===== config.mk =====
export PLATFORM = sky130hd
export DESIGN_NAME = io_bridge
export DESIGN_NICKNAME = d
export VERILOG_FILES = /design/src/rtl/io_bridge.sv
export SDC_FILE = /design/constraint.sdc
export NUM_CORES = 1
export LEC_CHECK = 0
export BUFFER_PORTS_ARGS = -buffer_cell sky130_fd_sc_hd__buf_2
export CORE_MARGIN = 1
export CORE_UTILIZATION = 34
export CTS_BUF_LIST = sky130_fd_sc_hd__clkbuf_4
export CTS_CLUSTER_SIZE = 20
export DETAILED_ROUTE_END_ITERATION = 6
export GPL_ROUTABILITY_DRIVEN = 0
export GPL_TIMING_DRIVEN = 0
export REMOVE_ABC_BUFFERS = 1
export SYNTH_ARGS = -nofsm -noshare
export SYNTH_HDL_FRONTEND = slang
export SYNTH_SLANG_ARGS = --single-unit

===== constraint.sdc =====
create_clock -name clk -period 2.85 [get_ports clk]
set_input_delay 0.285 -clock clk [delete_from_list [all_inputs] [get_ports clk]]
set_output_delay 0.285 -clock clk [all_outputs]
set_load 0.05 [all_outputs]

===== src/rtl/io_bridge.sv =====
`timescale 1ns/1ps
// I/O bus bridge: decodes the CPU bus into per-slave slot windows, holds the strobe
// until the slave acknowledges or times out, and hosts the interrupt/error registers.
module io_bridge #(
  parameter int unsigned NSLAVES  = 4,
  parameter int unsigned AW       = 11,
  parameter int unsigned WIN_BITS = 8,
  parameter int unsigned TIMEOUT  = 255
) (
  input  logic                      clk,
  input  logic                      rst_n,
  input  logic                      read,
  input  logic                      write,
  input  logic [AW-1:0]             address,
  input  logic [31:0]               data_in,
  input  logic [3:0]                be,
  output logic [31:0]               data_out,
  output logic                      ack,
  output logic                      err,
  output logic [NSLAVES-1:0]        s_read,
  output logic [NSLAVES-1:0]        s_write,
  output logic [WIN_BITS-1:0]       s_address,
  output logic [31:0]               s_writedata,
  output logic [3:0]                s_be,
  input  logic [32*NSLAVES-1:0]     s_readdata,
  input  logic [NSLAVES-1:0]        s_ack,
  input  logic [NSLAVES-1:0]        irq_in,
  output logic                      irq
);

  localparam int unsigned SW       = AW - WIN_BITS;
  localparam int unsigned OW       = WIN_BITS - 2;
  localparam logic [SW:0] NS_LIM   = (SW+1)'(NSLAVES);
  localparam logic [15:0] TO_LAST  = 16'(TIMEOUT - 1);
  localparam logic [31:0] BAD_DATA = 32'hDEADBEEF;

  typedef enum logic [1:0] {IDLE, ACCESS, RESP} state_t;

  state_t              r_state;
  logic [SW-1:0]       r_slot;
  logic                r_write;
  logic [15:0]         r_cnt;
  logic [31:0]         r_data_out;
  logic                r_ack;
  logic                r_err;
  logic [NSLAVES-1:0]  r_s_read;
  logic [NSLAVES-1:0]  r_s_write;
  logic [WIN_BITS-1:0] r_s_address;
  logic [31:0]         r_s_writedata;
  logic [3:0]          r_s_be;
  logic [NSLAVES-1:0]  r_irq_en;
  logic                r_err_to;
  logic                r_err_unm;
  logic [7:0]          r_err_slot;
  logic                r_irq;

  logic [SW-1:0]       w_slot;
  logic [OW-1:0]       w_off;
  logic                w_req, w_ext, w_int, w_sack, w_acc_to, w_unm_hit;
  logic [NSLAVES-1:0]  w_dec, w_sel;
  logic [NSLAVES-1:0]  w_rd_t [32];
  logic [31:0]         w_rdata, w_int_rd, w_be_mask;
  logic [1:0]          w_clr;
  logic [7:0]          w_err_slot;

  assign w_slot    = address[AW-1:WIN_BITS];
  assign w_off     = address[WIN_BITS-1:2];
  assign w_req     = read | write;
  assign w_ext     = {1'b0, w_slot} < NS_LIM;
  assign w_int     = &w_slot;
  assign w_be_mask = {{8{be[3]}}, {8{be[2]}}, {8{be[1]}}, {8{be[0]}}};

  // Read-data mux built as a transposed AND-OR so each output bit is a flat reduction
  for (genvar g = 0; g < NSLAVES; g++) begin : g_slv
    assign w_dec[g] = (w_slot == SW'(g));
    assign w_sel[g] = (r_slot == SW'(g));
    for (genvar b = 0; b < 32; b++) begin : g_bit
      assign w_rd_t[b][g] = w_sel[g] & s_readdata[32*g+b];
    end
  end
  for (genvar b = 0; b < 32; b++) begin : g_or
    assign w_rdata[b] = |w_rd_t[b];
  end

  assign w_sack     = |(s_ack & w_sel);
  assign w_acc_to   = (r_state == ACCESS) && !w_sack && (r_cnt == TO_LAST);
  assign w_unm_hit  = (r_state == IDLE) && w_req && !w_ext && !w_int;
  assign w_clr      = ((r_state == IDLE) && write && w_int && (w_off == OW'(2)) && be[0])
                      ? data_in[1:0] : 2'b00;
  assign w_err_slot = (r_state == IDLE) ? 8'(w_slot) : 8'(r_slot);

  always_comb begin
    w_int_rd = '0;
    case (w_off)
      OW'(0):  w_int_rd[NSLAVES-1:0] = irq_in;
      OW'(1):  w_int_rd[NSLAVES-1:0] = r_irq_en;
      OW'(2):  w_int_rd = {16'h0, r_err_slot, 6'h0, r_err_unm, r_err_to};
      default: w_int_rd = '0;
    endcase
  end

  always_ff @(posedge clk or negedge rst_n) begin
    if (!rst_n) begin
      r_state       <= IDLE;
      r_slot        <= '0;
      r_write       <= 1'b0;
      r_cnt         <= '0;
      r_data_out    <= '0;
      r_ack         <= 1'b0;
      r_err         <= 1'b0;
      r_s_read      <= '0;
      r_s_write     <= '0;
      r_s_address   <= '0;
      r_s_writedata <= '0;
      r_s_be        <= '0;
      r_irq_en      <= '0;
      r_err_to      <= 1'b0;
      r_err_unm     <= 1'b0;
      r_err_slot    <= '0;
      r_irq         <= 1'b0;
    end else begin
      r_ack     <= 1'b0;
      r_err     <= 1'b0;
      r_irq     <= |(irq_in & r_irq_en);
      // Setting wins over a same-cycle write-1-to-clear
      r_err_to  <= (r_err_to  & ~w_clr[0]) | w_acc_to;
      r_err_unm <= (r_err_unm & ~w_clr[1]) | w_unm_hit;
      if (w_acc_to || w_unm_hit) r_err_slot <= w_err_slot;

      case (r_state)
        IDLE: begin
          if (w_req) begin
            r_slot        <= w_slot;
            r_write       <= write;
            r_cnt         <= '0;
            r_s_address   <= address[WIN_BITS-1:0];
            r_s_writedata <= data_in;
            r_s_be        <= be;
            if (w_ext) begin
              r_s_read  <= write ? '0 : w_dec;
              r_s_write <= write ? w_dec : '0;
              r_state   <= ACCESS;
            end else begin
              r_ack   <= 1'b1;
              r_state <= RESP;
              if (w_int) begin
                if (!write) begin
                  r_data_out <= w_int_rd;
                end else if (w_off == OW'(1)) begin
                  r_irq_en <= (r_irq_en & ~w_be_mask[NSLAVES-1:0]) |
                              (data_in[NSLAVES-1:0] & w_be_mask[NSLAVES-1:0]);
                end
              end else begin
                r_err      <= 1'b1;
                r_data_out <= BAD_DATA;
              end
            end
          end
        end
        ACCESS: begin
          if (w_sack) begin
            r_s_read  <= '0;
            r_s_write <= '0;
            r_ack     <= 1'b1;
            if (!r_write) r_data_out <= w_rdata;
            r_state   <= RESP;
          end else if (r_cnt == TO_LAST) begin
            r_s_read   <= '0;
            r_s_write  <= '0;
            r_ack      <= 1'b1;
            r_err      <= 1'b1;
            r_data_out <= BAD_DATA;
            r_state    <= RESP;
          end else begin
            r_cnt <= r_cnt + 16'd1;
          end
        end
        RESP: begin
          r_cnt   <= '0;
          r_state <= IDLE;
        end
        default: r_state <= IDLE;
      endcase
    end
  end

  assign data_out    = r_data_out;
  assign ack         = r_ack;
  assign err         = r_err;
  assign s_read      = r_s_read;
  assign s_write     = r_s_write;
  assign s_address   = r_s_address;
  assign s_writedata = r_s_writedata;
  assign s_be        = r_s_be;
  assign irq         = r_irq;

endmodule


* After elaboration in Yosys (flattened, before gate mapping) *
Cells that the tools add are included.

storage, ports and cells
  bits in registers = 123
  input port bits = 187
  output and inout port bits = 87
  logic and storage cells = 281

operators by class
  $add $sub $neg = 1
  magnitude comparators = 1
  equality and inequality tests = 19
  multiplexer cells = 41
  bitwise gates (word level) = 142
  reduce and logical (&&, ||, !) cells = 60

operator list
  kind                                            count
  2-to-1 mux 32 bit                               7
  OR reduction 4 bit                              34
  bitwise AND 1 bit                               130
  one-hot mux 32 bit (2 select lines)             1
  2-to-1 mux 16 bit                               3
  one-hot mux 16 bit (3 select lines)             1
  2-to-1 mux 4 bit                                8
  adder 16 x 1 -> 16 bit, second input constant   1
  bitwise AND 4 bit                               4
  == test 16 x 8 -> 1 bit, second input constant  1
  one-hot mux 4 bit (2 select lines)              2
  == test 3 x 2 -> 1 bit, second input constant   4
  2-to-1 mux 12 bit                               1
  one-hot mux 4 bit (3 select lines)              1
  2-to-1 mux 2 bit                                5
  inequality test 2 bit, second input constant    5
  logical AND 1 bit                               9
  2-to-1 mux 1 bit                                8
  AND reduction 4 bit                             2
  AND reduction 8 bit                             1
  == test 3 x 1 -> 1 bit, second input constant   2
  == test 6 x 1 -> 1 bit, second input constant   1
  == test 6 x 2 -> 1 bit, second input constant   1
  logical NOT 3 bit                               2
  21 further kinds                                30

* Longest topological paths before layout *
Gate-level depths: netlist of run 1.

  depth in word-level cells = 9
  gate-level depth with buffers = 8
  gate-level depth less buffers = 7

* Worst setup path before layout of run 1 *
No wires, ideal clock.

  path kind = register to register
  start point = register r_cnt[0]
  end point = register r_s_read[0] (netlist: s_read[0])
  setup time = 125 ps
  arrival time = 2,284 ps
  path slack = 441 ps
  stages on the path, launching flop included = 8
  path buffers = 0
  period minus slack after synthesis = 2,409 ps
  path through = dfrtp_1 inv_1 ha_1 or4b_4 nor4_4 nor2_2 a211oi_4 mux2_2

on the way
  cells in the longest elaborated chain, start to end = 3

RTL lines
  element                                          RTL line  source
  start, declared                                  42        logic [15:0] r_cnt;
  start signal, assigned                           175       r_cnt <= r_cnt + 16'd1;
  == test 16 x 8 -> 1 bit                          167       end else if (r_cnt == TO_LAST) begin
  inequality test 3 x 2 -> 1 bit (no source line)  -
  AND reduction 4 bit (no source line)             -
  end signal, assigned                             140       r_s_read <= write ? '0 : w_dec;
  end, declared                                    46        logic [NSLAVES-1:0] r_s_read;

No other way between the ends.
A chain may end at the register's enable or synchronous reset.

* Final worst setup path of run 1 *
  start point = register r_cnt[0]
  end point = register r_data_out[9] (netlist: data_out[9])

on the way
  cells in the longest elaborated chain, start to end = 3

RTL lines
  element                                          RTL line  source
  == test 16 x 8 -> 1 bit                          167
  inequality test 3 x 2 -> 1 bit (no source line)  -
  AND reduction 6 bit (no source line)             -
  end signal, assigned                             148       r_data_out <= w_int_rd;
  end signal, assigned                             165       if (!r_write) r_data_out <= w_rdata;
  end, declared                                    43        logic [31:0] r_data_out;

No other way between the ends.

==> results by group, run 1 <==
Status
  – Result of the run: completed

STA
  – RSZ-0062 raised after global routing: false
  – Final clock period utilization by the worst path: 0.9387
  – Max_slew headroom: 0.1561
  – Setup TNS: 0 ns
  – Minimum clock period: 2.675 ns
  – Setup violation total in the final timing report: 0
  – Peak Freq: 373.8 MHz
  – Setup slack of the critical path after layout: 0.1747 ns
  – Slew at the pin closest to its max-slew limit: 1.266 ns
  – Slew Limit Fails: 0
  – Number of failing hold endpoints at the final stage: 0
  – Post-route clock skew: 0.02106 ns

Cells and area
  – Number of nets in the final layout: 1,106
  – Core occupancy in the finished layout: 0.5010
  – Footprint of the multi-input gates: 2844 um^2
  – Fraction of layout cells with a size suffix above 1: 0.3839
  – Sequential cell area: 2953 um^2
  – Filler cell count: 1,605
  – Layout Area Growth over Synthesis: 41.82%
  – Final cell count without fillers: 1,151

Floorplanning
  – Die height: 134.2 um
  – I/O pins: 274
  – Die Area: 18,010 um^2
  – Number of rows in the core area: 47
  – Horizontal die dimension: 134.2 um
  – Total core area: 16,820 um^2
  – Initial core utilization: 0.3533

Logic synthesis
  – Flip-flop cell with the highest count after synthesis: dfrtp_1
  – Number of storage elements in the synthesis netlist: 118
  – Number of distinct library cells after synthesis: 48
  – Synth top cells by count: nand2_1 (166), dfrtp_1 (118), a22oi_1 (63)
  – Summed instance area of the synthesized netlist: 5942 um^2
  – Library cell with the highest instance count after synthesis: nand2_1
  – Post-synth EDFFs: 0
  – Post-synthesis sequential area ratio: 0.4969
  – Cell taking the most area after synthesis: dfrtp_1
  – Biggest area contributors in the synthesized netlist: dfrtp_1 (50%), nand2_1 (10%), a22oi_1 (8.0%)
  – Fraction of synthesis flops using an asynchronous set or reset pin: 1.000
  – Share of the synthesized area in the top cell type: 0.4969
  – Cell count after synthesis: 607
  – Yosys warns: 0
  – Syn_area_per_cell: 9.789 um^2

Worst setup path
  – Count of cells along the worst register-to-register path: 7
  – Critical-path maximum fanout: 32
  – Required arrival time at the worst endpoint: 3.25 ns
  – Reg2reg setup slack: 0.17 ns
  – Start-to-end type of the worst setup path: reg -> reg
  – Origin of the worst setup path: r_cnt[0]
  – Reg-to-reg endpoint: data_out[9]
  – Reg-to-reg startpoint: r_cnt[0]
  – Startpoint Class: flip-flop
  – Endpoint arrival time on the critical path: 3.08 ns
  – Critical Path Sink Type: flip-flop
  – Capturing element of the worst setup path: data_out[9]

Route
  – Remaining routing DRC violations: 0
  – WL final: 18.44 mm
  – DR WL/cell: 16.02 um
  – Router iterations before antenna repair: 5
  – Drt first-iter violations: 346
  – Total number of vias: 5,885
  – Post-DRT Antenna Nets: 0
  – Per-cell via count in the routed design: 5.113

Clocking
  – Root buffer cell: clkbuf_4
  – Number of buffers between clock root and the deepest sink: 2
  – Clock insertion delay at the later pin of the skew report: 0.53 ns
  – Register clock-pin slew on the reported worst setup and hold paths: 0.10 ns
  – Number of levels in the clock H-tree: 4
  – Clock tree sinks: 118
  – Number of CTS-inserted buffers: 17
  – Setup bufs post-CTS: 0
  – Clock tree from TritonCTS: built

Place
  – Placed Cells incl. Taps: 1,069
  – Pre-CTS setup slack: -0.5288 ns
  – I/O Buffers: 273
  – DP Wirelength: 13.41 mm

Pwr
  – Static leakage power: 0.004044 uW
  – Worst-case vdd ir drop: 774.5 uV
  – Power per cell area: 1035 nW/um^2

Worst hold path
  – Min-Delay Path Class: in -> reg

Global route
  – Vias in the first global route: 5,568
  – Wire length of the first global-routing pass: 28.93 mm
  – Overall global routing resource usage: 0.2060
  – Largest net degree at the start of global routing: 62
  – Number of antenna violations at the first check in global routing: 1
  – GRT overflow: 0

Run
  – Count of max-cap constraint violations: 0
[sequential cells by signal, summed over array words and instances, names as in the netlist, 2 cells and up, named ones only]
signal,flops
data_out,32
r_cnt,16
r_err_slot,3
r_slot,3
r_state,2
s_address,8
s_be,4
s_read,4
s_write,4
s_writedata,32
[cell families after synthesis]
group,after synthesis,synth area share
simple gates,245,0.1895
compound gates,143,0.1735
flops,118,0.4969
mux,54,0.1019
buf+inv,45,0.03390
fa+ha+maj,2,0.004211
[worst min path at each step]
stage | from | to | slack (ns) | depth (start not counted)
floorplan | rst_n | asynchronous set/reset pin | -0.01 | 0
global placement | s_address[0] | s_address[0] | 0.45 | 2
detailed placement | rst_n | data_out[15] | 0.30 | 1
CTS | address[8] | r_slot[0] | 0.003 | 3
global route | address[8] | r_slot[0] | 0.01 | 3
finish | address[8] | r_slot[0] | 0.05 | 3
[timing repair]
item	4_1_cts	5_1_grt
pin swaps	0	2
endpoints found under the setup margin	32	32
hold endpoints to repair	110	0
hold buffers	49	0
cloned	0	0
resized for setup	3	2
[power by group]
part           switching [uW]  leakage (uW)  internal, uW
sequential                358       0.00144          2210
combinational            3360       0.00244          1450
clock                     659      0.000162           698
[metrics by stage]
step           instance area [um^2]  total power [uW]  hold slack (ns)
2_1_floorplan                  5748              5890         -0.01059
3_3_place_gp                   7390              7114           0.4533
3_5_place_dp                   7591              7319           0.3018
4_1_cts                        8413              8765         0.002935
5_1_grt                        8427              9251          0.01338
6_report                       8427              8725          0.05447
[final cells by class]
type	instances	share of cell area
antenna	1	0.0002970
clock buffer	18	0.01604
clock inverter	14	0.02168
inverter	2	0.0008909
multi-input combinational	444	0.3375
sequential	118	0.3504
tap	220	0.03267
timing repair buffer	334	0.2405
[layout by cell type, fill, tap and decap left out, types with 3 or more instances in the layout]
cell type,synthesis,final
and3_1,5,5
dfrtp_1,118,118
a221oi_1,7,7
buf_2,2,272
clkbuf_4,0,18
a21oi_1,21,21
nor3_1,9,7
a22o_1,6,5
nand4_1,4,4
mux2_2,22,22
dlygate4sd3_1,0,49
mux2_1,30,30
or3_1,8,8
a22oi_1,63,63
nor2_1,13,12
o31ai_1,4,4
nand2_1,166,166
or4_1,6,6
buf_6,3,10
nand3_1,10,10
clkinvlp_4,0,4
o21ai_0,12,11
bufinv_16,0,4
a31oi_1,22,22
and2_1,3,3
clkinv_2,0,4
[metal layers]
metal  wire length, um  GRT usage  vias up
met1              7955     0.2726     2818
li1                  -          -     2821
met4               381    0.07054        0
met5                 0          0        -
met3              1182    0.05556       30
met2              8922     0.3250      216
[worst max-delay path, cell delays in order (launching register included)]
cell and delay [ns]:
dfrtp_1 0.43, inv_1 0.07, ha_1 0.15, or4b_4 0.49, nor4_4 0.43, a221o_1 0.36
nand2_8 0.23, mux2_1 0.39
No activity file was read; power rests on OpenSTA's default activity.
==> run 2, diff against run 1 <==
--- a/config.mk
+++ b/config.mk
@@ -12,7 +12,7 @@
 export CTS_CLUSTER_SIZE = 20
 export DETAILED_ROUTE_END_ITERATION = 6
 export GPL_ROUTABILITY_DRIVEN = 0
-export GPL_TIMING_DRIVEN = 0
+export GPL_TIMING_DRIVEN = 1
 export REMOVE_ABC_BUFFERS = 1
 export SYNTH_ARGS = -nofsm -noshare
 export SYNTH_HDL_FRONTEND = slang
==> constraint.sdc (replaced) <==
create_clock -name clk -period 2.37 [get_ports clk]
set_input_delay 0.237 -clock clk [delete_from_list [all_inputs] [get_ports clk]]
set_output_delay 0.237 -clock clk [all_outputs]
set_load 0.05 [all_outputs]
==> results by group, run 2 (synthesis gave the netlist of run 1 again) <==
Cells and area
  – Filler cell count: 1,596
  – Fraction of layout cells with a size suffix above 1: 0.4112
  – Footprint of the multi-input gates: 2879 um^2
  – Layout Area Growth over Synthesis: 46.47%
  – Number of nets in the final layout: 1,145
  – Sequential cell area: 2953 um^2
  – Leading cell type in the layout, fill and taps excluded: buf_2
  – Most used cells in the layout excluding fill and tap cells: buf_2 (272), nand2_1 (165), dfrtp_1 (118)
  – Core occupancy in the finished layout: 0.5175

Route
  – Per-cell via count in the routed design: 5.039
  – WL final: 18.96 mm
  – Router iterations before antenna repair: 7
  – Total number of vias: 5,996
  – DR WL/cell: 15.94 um
  – Post-DRT Antenna Nets: 0
  – Drt first-iter violations: 307
  – Remaining routing DRC violations: 0

Pwr
  – Worst-case vdd ir drop: 773.9 uV
  – Power per cell area: 1225 nW/um^2
  – Static leakage power: 0.004239 uW
  – Power consumption: 10,660 uW

Worst setup path
  – Critical-path maximum fanout: 8
  – Reg-to-reg endpoint: s_write[3]
  – Required arrival time at the worst endpoint: 2.77 ns
  – Reg2reg setup slack: 0.04 ns
  – Endpoint arrival time on the critical path: 2.73 ns
  – Start-to-end type of the worst setup path: reg -> reg
  – Count of cells along the worst register-to-register path: 6
  – Startpoint Class: flip-flop
  – Reg-to-reg startpoint: r_cnt[14]
  – Critical Path Sink Type: flip-flop

STA
  – RSZ-0062 raised after global routing: true
  – Setup violation total in the final timing report: 0
  – Setup TNS: 0 ns
  – Peak Freq: 429.2 MHz
  – Slew Limit Fails: 0
  – Slew at the pin closest to its max-slew limit: 0.6468 ns
  – Hold slack: 0.1259 ns
  – Final clock period utilization by the worst path: 0.9831
  – Number of failing hold endpoints at the final stage: 0
  – Post-route clock skew: 0.01378 ns
  – Max_slew headroom: 0.5669
  – Minimum clock period: 2.330 ns

Floorplanning
  – Initial core utilization: 0.3533
  – Total core area: 16,820 um^2
  – I/O pins: 274
  – Die height: 134.2 um
  – Die Area: 18,010 um^2
  – Horizontal die dimension: 134.2 um
  – Number of rows in the core area: 47

Clocking
  – Root buffer cell: clkbuf_4
  – Clock tree sinks: 118
  – Number of CTS-inserted buffers: 17
  – Clock tree from TritonCTS: built
  – Register clock-pin slew on the reported worst setup and hold paths: 0.10 ns
  – Number of levels in the clock H-tree: 4
  – Clock insertion delay at the later pin of the skew report: 0.52 ns
  – Number of buffers between clock root and the deepest sink: 2

Global route
  – Overall global routing resource usage: 0.2133
  – Vias in the first global route: 5,762
  – Wire length of the first global-routing pass: 29.70 mm
  – Number of antenna violations at the first check in global routing: 1
  – GRT overflow: 0
  – Largest net degree at the start of global routing: 49

Worst hold path
  – Number of stages on the worst hold path: 4
  – Min-Delay Path Class: in -> reg
  – Startpoint of the lowest-slack hold path: s_readdata[68]
  – Destination of the worst hold path: data_out[4]

Run
  – Count of max-cap constraint violations: 0

Status
  – Result of the run: completed

Place
  – DP Wirelength: 14.07 mm
  – I/O Buffers: 273
[run 2: metrics by stage]
stage | instances | cell area (um^2) | setup slack [ns]
after floorplan | 564 | 5748 | -2.008
after global placement | 1103 | 7806 | -0.06306
after detailed placement | 1103 | 7806 | -0.06999
after CTS | 1184 | 8594 | 0.03041
after global routing | 1190 | 8703 | -0.05729
final | 1190 | 8703 | 0.04005
[run 2: timing repair]
item                                    4_1_cts  5_1_grt
pin swaps                                     1        9
endpoints found under the setup margin       38       21
buffers inserted                              0        1
hold buffers                                 50        1
resized for setup                             1       28
cloned                                        0        2
endpoints found under the hold margin        86        1
[run 2: final cells by class]
type,count,share of cell area
inverter,2,0.0008626
clock buffer,20,0.01725
antenna,2,0.0005750
timing repair buffer,373,0.2642
sequential,118,0.3393
tap,220,0.03163
multi-input combinational,444,0.3308
clock inverter,11,0.01538
[run 2: worst max path at each step]
stage / startpoint / to / slack [ns] / depth (start not counted)
after floorplan: r_state[0] / data_out[0] / -2.01 / 4
after global placement: r_cnt[0] / s_read[3] / -0.06 / 8
after detailed placement: r_cnt[0] / s_read[3] / -0.07 / 8
after CTS: r_cnt[0] / r_cnt[7] / 0.03 / 8
after global routing: r_cnt[0] / r_cnt[7] / -0.06 / 8
final: r_cnt[14] / s_write[3] / 0.04 / 6
[run 2: metal layers]
layer | up-vias | global-route usage | wire length [um]
met5 | - | 0 | 0
met4 | 0 | 0.06367 | 250
met1 | 2870 | 0.2768 | 8155
met3 | 17 | 0.06463 | 1257
li1 | 2901 | - | -
met2 | 208 | 0.3417 | 9300
[run 2: worst max-delay path, stage by stage (launching register included)]
cell	delay, ns
dfrtp_1	0.40
or4_4	0.56
nor4_4	0.38
nor2_2	0.11
a211oi_4	0.29
buf_12	0.17
mux2_4	0.30
[run 2: power by group]
group	internal [uW]	leakage (uW)	total (uW)	switching, uW
logic	1970	0.00264	6150	4180
registers	2660	0.00144	3040	387
clock network	748	0.000157	1470	722
==> run 3, diff against run 2 <==
--- a/config.mk
+++ b/config.mk
@@ -7,12 +7,13 @@
 export LEC_CHECK = 0
 export BUFFER_PORTS_ARGS = -buffer_cell sky130_fd_sc_hd__buf_2
 export CORE_MARGIN = 1
-export CORE_UTILIZATION = 34
+export CORE_UTILIZATION = 44
 export CTS_BUF_LIST = sky130_fd_sc_hd__clkbuf_4
 export CTS_CLUSTER_SIZE = 20
 export DETAILED_ROUTE_END_ITERATION = 6
 export GPL_ROUTABILITY_DRIVEN = 0
 export GPL_TIMING_DRIVEN = 1
+export PLACE_DENSITY = 0.79
 export REMOVE_ABC_BUFFERS = 1
 export SYNTH_ARGS = -nofsm -noshare
 export SYNTH_HDL_FRONTEND = slang
==> constraint.sdc (replaced) <==
create_clock -name clk -period 2.37 [get_ports clk]
set_input_delay 0.474 -clock clk [delete_from_list [all_inputs] [get_ports clk]]
set_output_delay 0.474 -clock clk [all_outputs]
set_load 0.05 [all_outputs]
==> results by group, run 3 (synthesis gave the netlist of run 1 again) <==
Worst hold path
  – Min-Delay Path Class: in -> reg
  – Number of stages on the worst hold path: 3

STA
  – Peak Freq: 424.5 MHz
  – Slew Limit Fails: 0
  – Hold slack: 0.1223 ns
  – Number of failing hold endpoints at the final stage: 0
  – Setup slack of the critical path after layout: 0.01449 ns
  – RSZ-0062 raised after global routing: true
  – Slew at the pin closest to its max-slew limit: 0.7584 ns
  – Final clock period utilization by the worst path: 0.9939
  – Post-route clock skew: 0.01827 ns
  – Max_slew headroom: 0.4938
  – Setup violation total in the final timing report: 0
  – Minimum clock period: 2.356 ns

Global route
  – GRT overflow: 0
  – Largest net degree at the start of global routing: 54
  – Met2 global-route usage: 0.4044
  – Vias in the first global route: 5,631
  – Met3 usage in global routing: 0.07674
  – Number of antenna violations at the first check in global routing: 1
  – GRT Max-Usage Layer: met2
  – GR Layer Usage met1: 0.3364
  – Overall global routing resource usage: 0.2578
  – Wire length of the first global-routing pass: 28.20 mm

Worst setup path
  – CP max-delay cell: or4b_4
  – Startpoint Class: flip-flop
  – Critical Path Sink Type: flip-flop
  – Required arrival time at the worst endpoint: 2.78 ns
  – Slowest cell delay on critical path: 0.51 ns
  – Cells along the critical path: inv_1, ha_1, or4b_4, or4b_4, o221ai_4, clkbuf_16, or4_1, a21oi_1
  – Count of cells along the worst register-to-register path: 8
  – Top Family by Delay on Critical Path: simple AND/OR/NAND/NOR gates
  – Start-to-end type of the worst setup path: reg -> reg
  – Crit path buf inv count: 2
  – Critical path depth: 8
  – Most used cell, CP: or4b_4
  – Critical-path maximum fanout: 13
  – Endpoint arrival time on the critical path: 2.76 ns

Clocking
  – Clock insertion delay at the later pin of the skew report: 0.53 ns
  – Root buffer cell: clkbuf_4
  – Number of levels in the clock H-tree: 4
  – Clock tree from TritonCTS: built
  – Number of CTS-inserted buffers: 17
  – Clock tree sinks: 118
  – Number of buffers between clock root and the deepest sink: 2
  – Register clock-pin slew on the reported worst setup and hold paths: 0.12 ns

Cells and area
  – Most used cells in the layout excluding fill and tap cells: buf_2 (272), nand2_1 (166), dfrtp_1 (118)
  – Filler cell count: 1,172
  – Leading cell type in the layout, fill and taps excluded: buf_2
  – Layout Area Growth over Synthesis: 36.66%
  – Number of nets in the final layout: 1,091
  – Fraction of layout cells with a size suffix above 1: 0.4295

Place
  – DP Wirelength: 13.12 mm
  – I/O Buffers: 273
  – Pre-CTS setup slack: -0.03755 ns

Pwr
  – Static leakage power: 0.004006 uW
  – Worst-case vdd ir drop: 961.6 uV
  – Power per cell area: 1305 nW/um^2

Floorplanning
  – Total core area: 13,190 um^2
  – I/O pins: 274
  – Die height: 118.2 um
  – Number of rows in the core area: 42
  – Initial core utilization: 0.4505
  – Horizontal die dimension: 118.2 um
  – Die Area: 13,970 um^2

Route
  – Total number of vias: 5,968
  – Per-cell via count in the routed design: 5.460
  – Router iterations before antenna repair: 5
  – WL final: 17.80 mm
  – DR WL/cell: 16.29 um
  – Drt first-iter violations: 373
  – Post-DRT Antenna Nets: 0
  – Remaining routing DRC violations: 0

Status
  – Result of the run: completed

Run
  – Count of max-cap constraint violations: 0
-- run 3: repair_timing --
| item | 4_1_cts | 5_1_grt |
|---|---|---|
| resized for setup | 1 | 7 |
| pin swaps | 1 | 4 |
| hold buffers | 1 | 0 |
| hold endpoints to repair | 34 | 0 |
| endpoints found under the setup margin | 25 | 43 |
| gates cloned | 0 | 2 |
| buffers inserted | 0 | 3 |
-- run 3: layout make-up --
type                    count  area [um^2]  share of cell area
repair buffers            319         1809              0.2228
flip-flops and latches    118         2953              0.3636
clock buffers              18        135.1             0.01664
well taps                 176        220.2             0.02712
multi-input cells         444         2839              0.3496
clock inverters            14        151.4             0.01864
diodes                      2        5.005           0.0006163
inverters                   2        7.507           0.0009245
-- run 3: final timing paths --
kind	from	endpoint	slack, ns
worst max-delay path	r_cnt[0]	r_cnt[14]	0.01
worst min-delay path	data_in[17]	s_writedata[17]	0.12
worst max register to register	r_cnt[0]	r_cnt[14]	0.01
worst min register to register	s_writedata[28]	s_writedata[28]	0.48
max in group asynchronous	rst_n	s_write[3]	1.13
min in group asynchronous	rst_n	irq	0.43
-- run 3: per-stage QoR --
| step | instance area (um^2) | utilization | total power, uW | cells | TNS [ns] |
|---|---|---|---|---|---|
| 6_report | 8120 | 0.6156 | 10600 | 1093 | 0 |
| 5_1_grt | 8118 | 0.6154 | 11240 | 1092 | -0.5739 |
| 4_1_cts | 8019 | 0.6079 | 10450 | 1086 | 0 |
| 3_5_place_dp | 7719 | 0.5852 | 8974 | 1053 | -0.4657 |
| 3_3_place_gp | 7719 | 0.5852 | 8861 | 1053 | -0.1150 |
| 2_1_floorplan | 5748 | - | 7083 | 564 | -119.05 |
-- run 3: power by group --
part	internal (uW)	total, uW	leakage, uW	switching (uW)
clock network	646	1450	0.000153	808
logic	1960	6130	0.00241	4170
registers	2650	3020	0.00144	362
-- run 3: per-layer routing --
metal | share of wire | vias up
met3 | 0.084 | 40
met4 | 0.023 | 0
met5 | 0 | -
met1 | 0.42 | 2841
li1 | - | 2803
met2 | 0.47 | 284
-- run 3: worst register-to-register path, delay by kind of cell, from the launching register on --
kind	cells	cell delay, ns
buffers and inverters	2	0.29
and+or+nand+nor	3	1.10
DFF	1	0.40
adders and majority gates	1	0.13
AOI/OAI and AO/OA	2	0.33
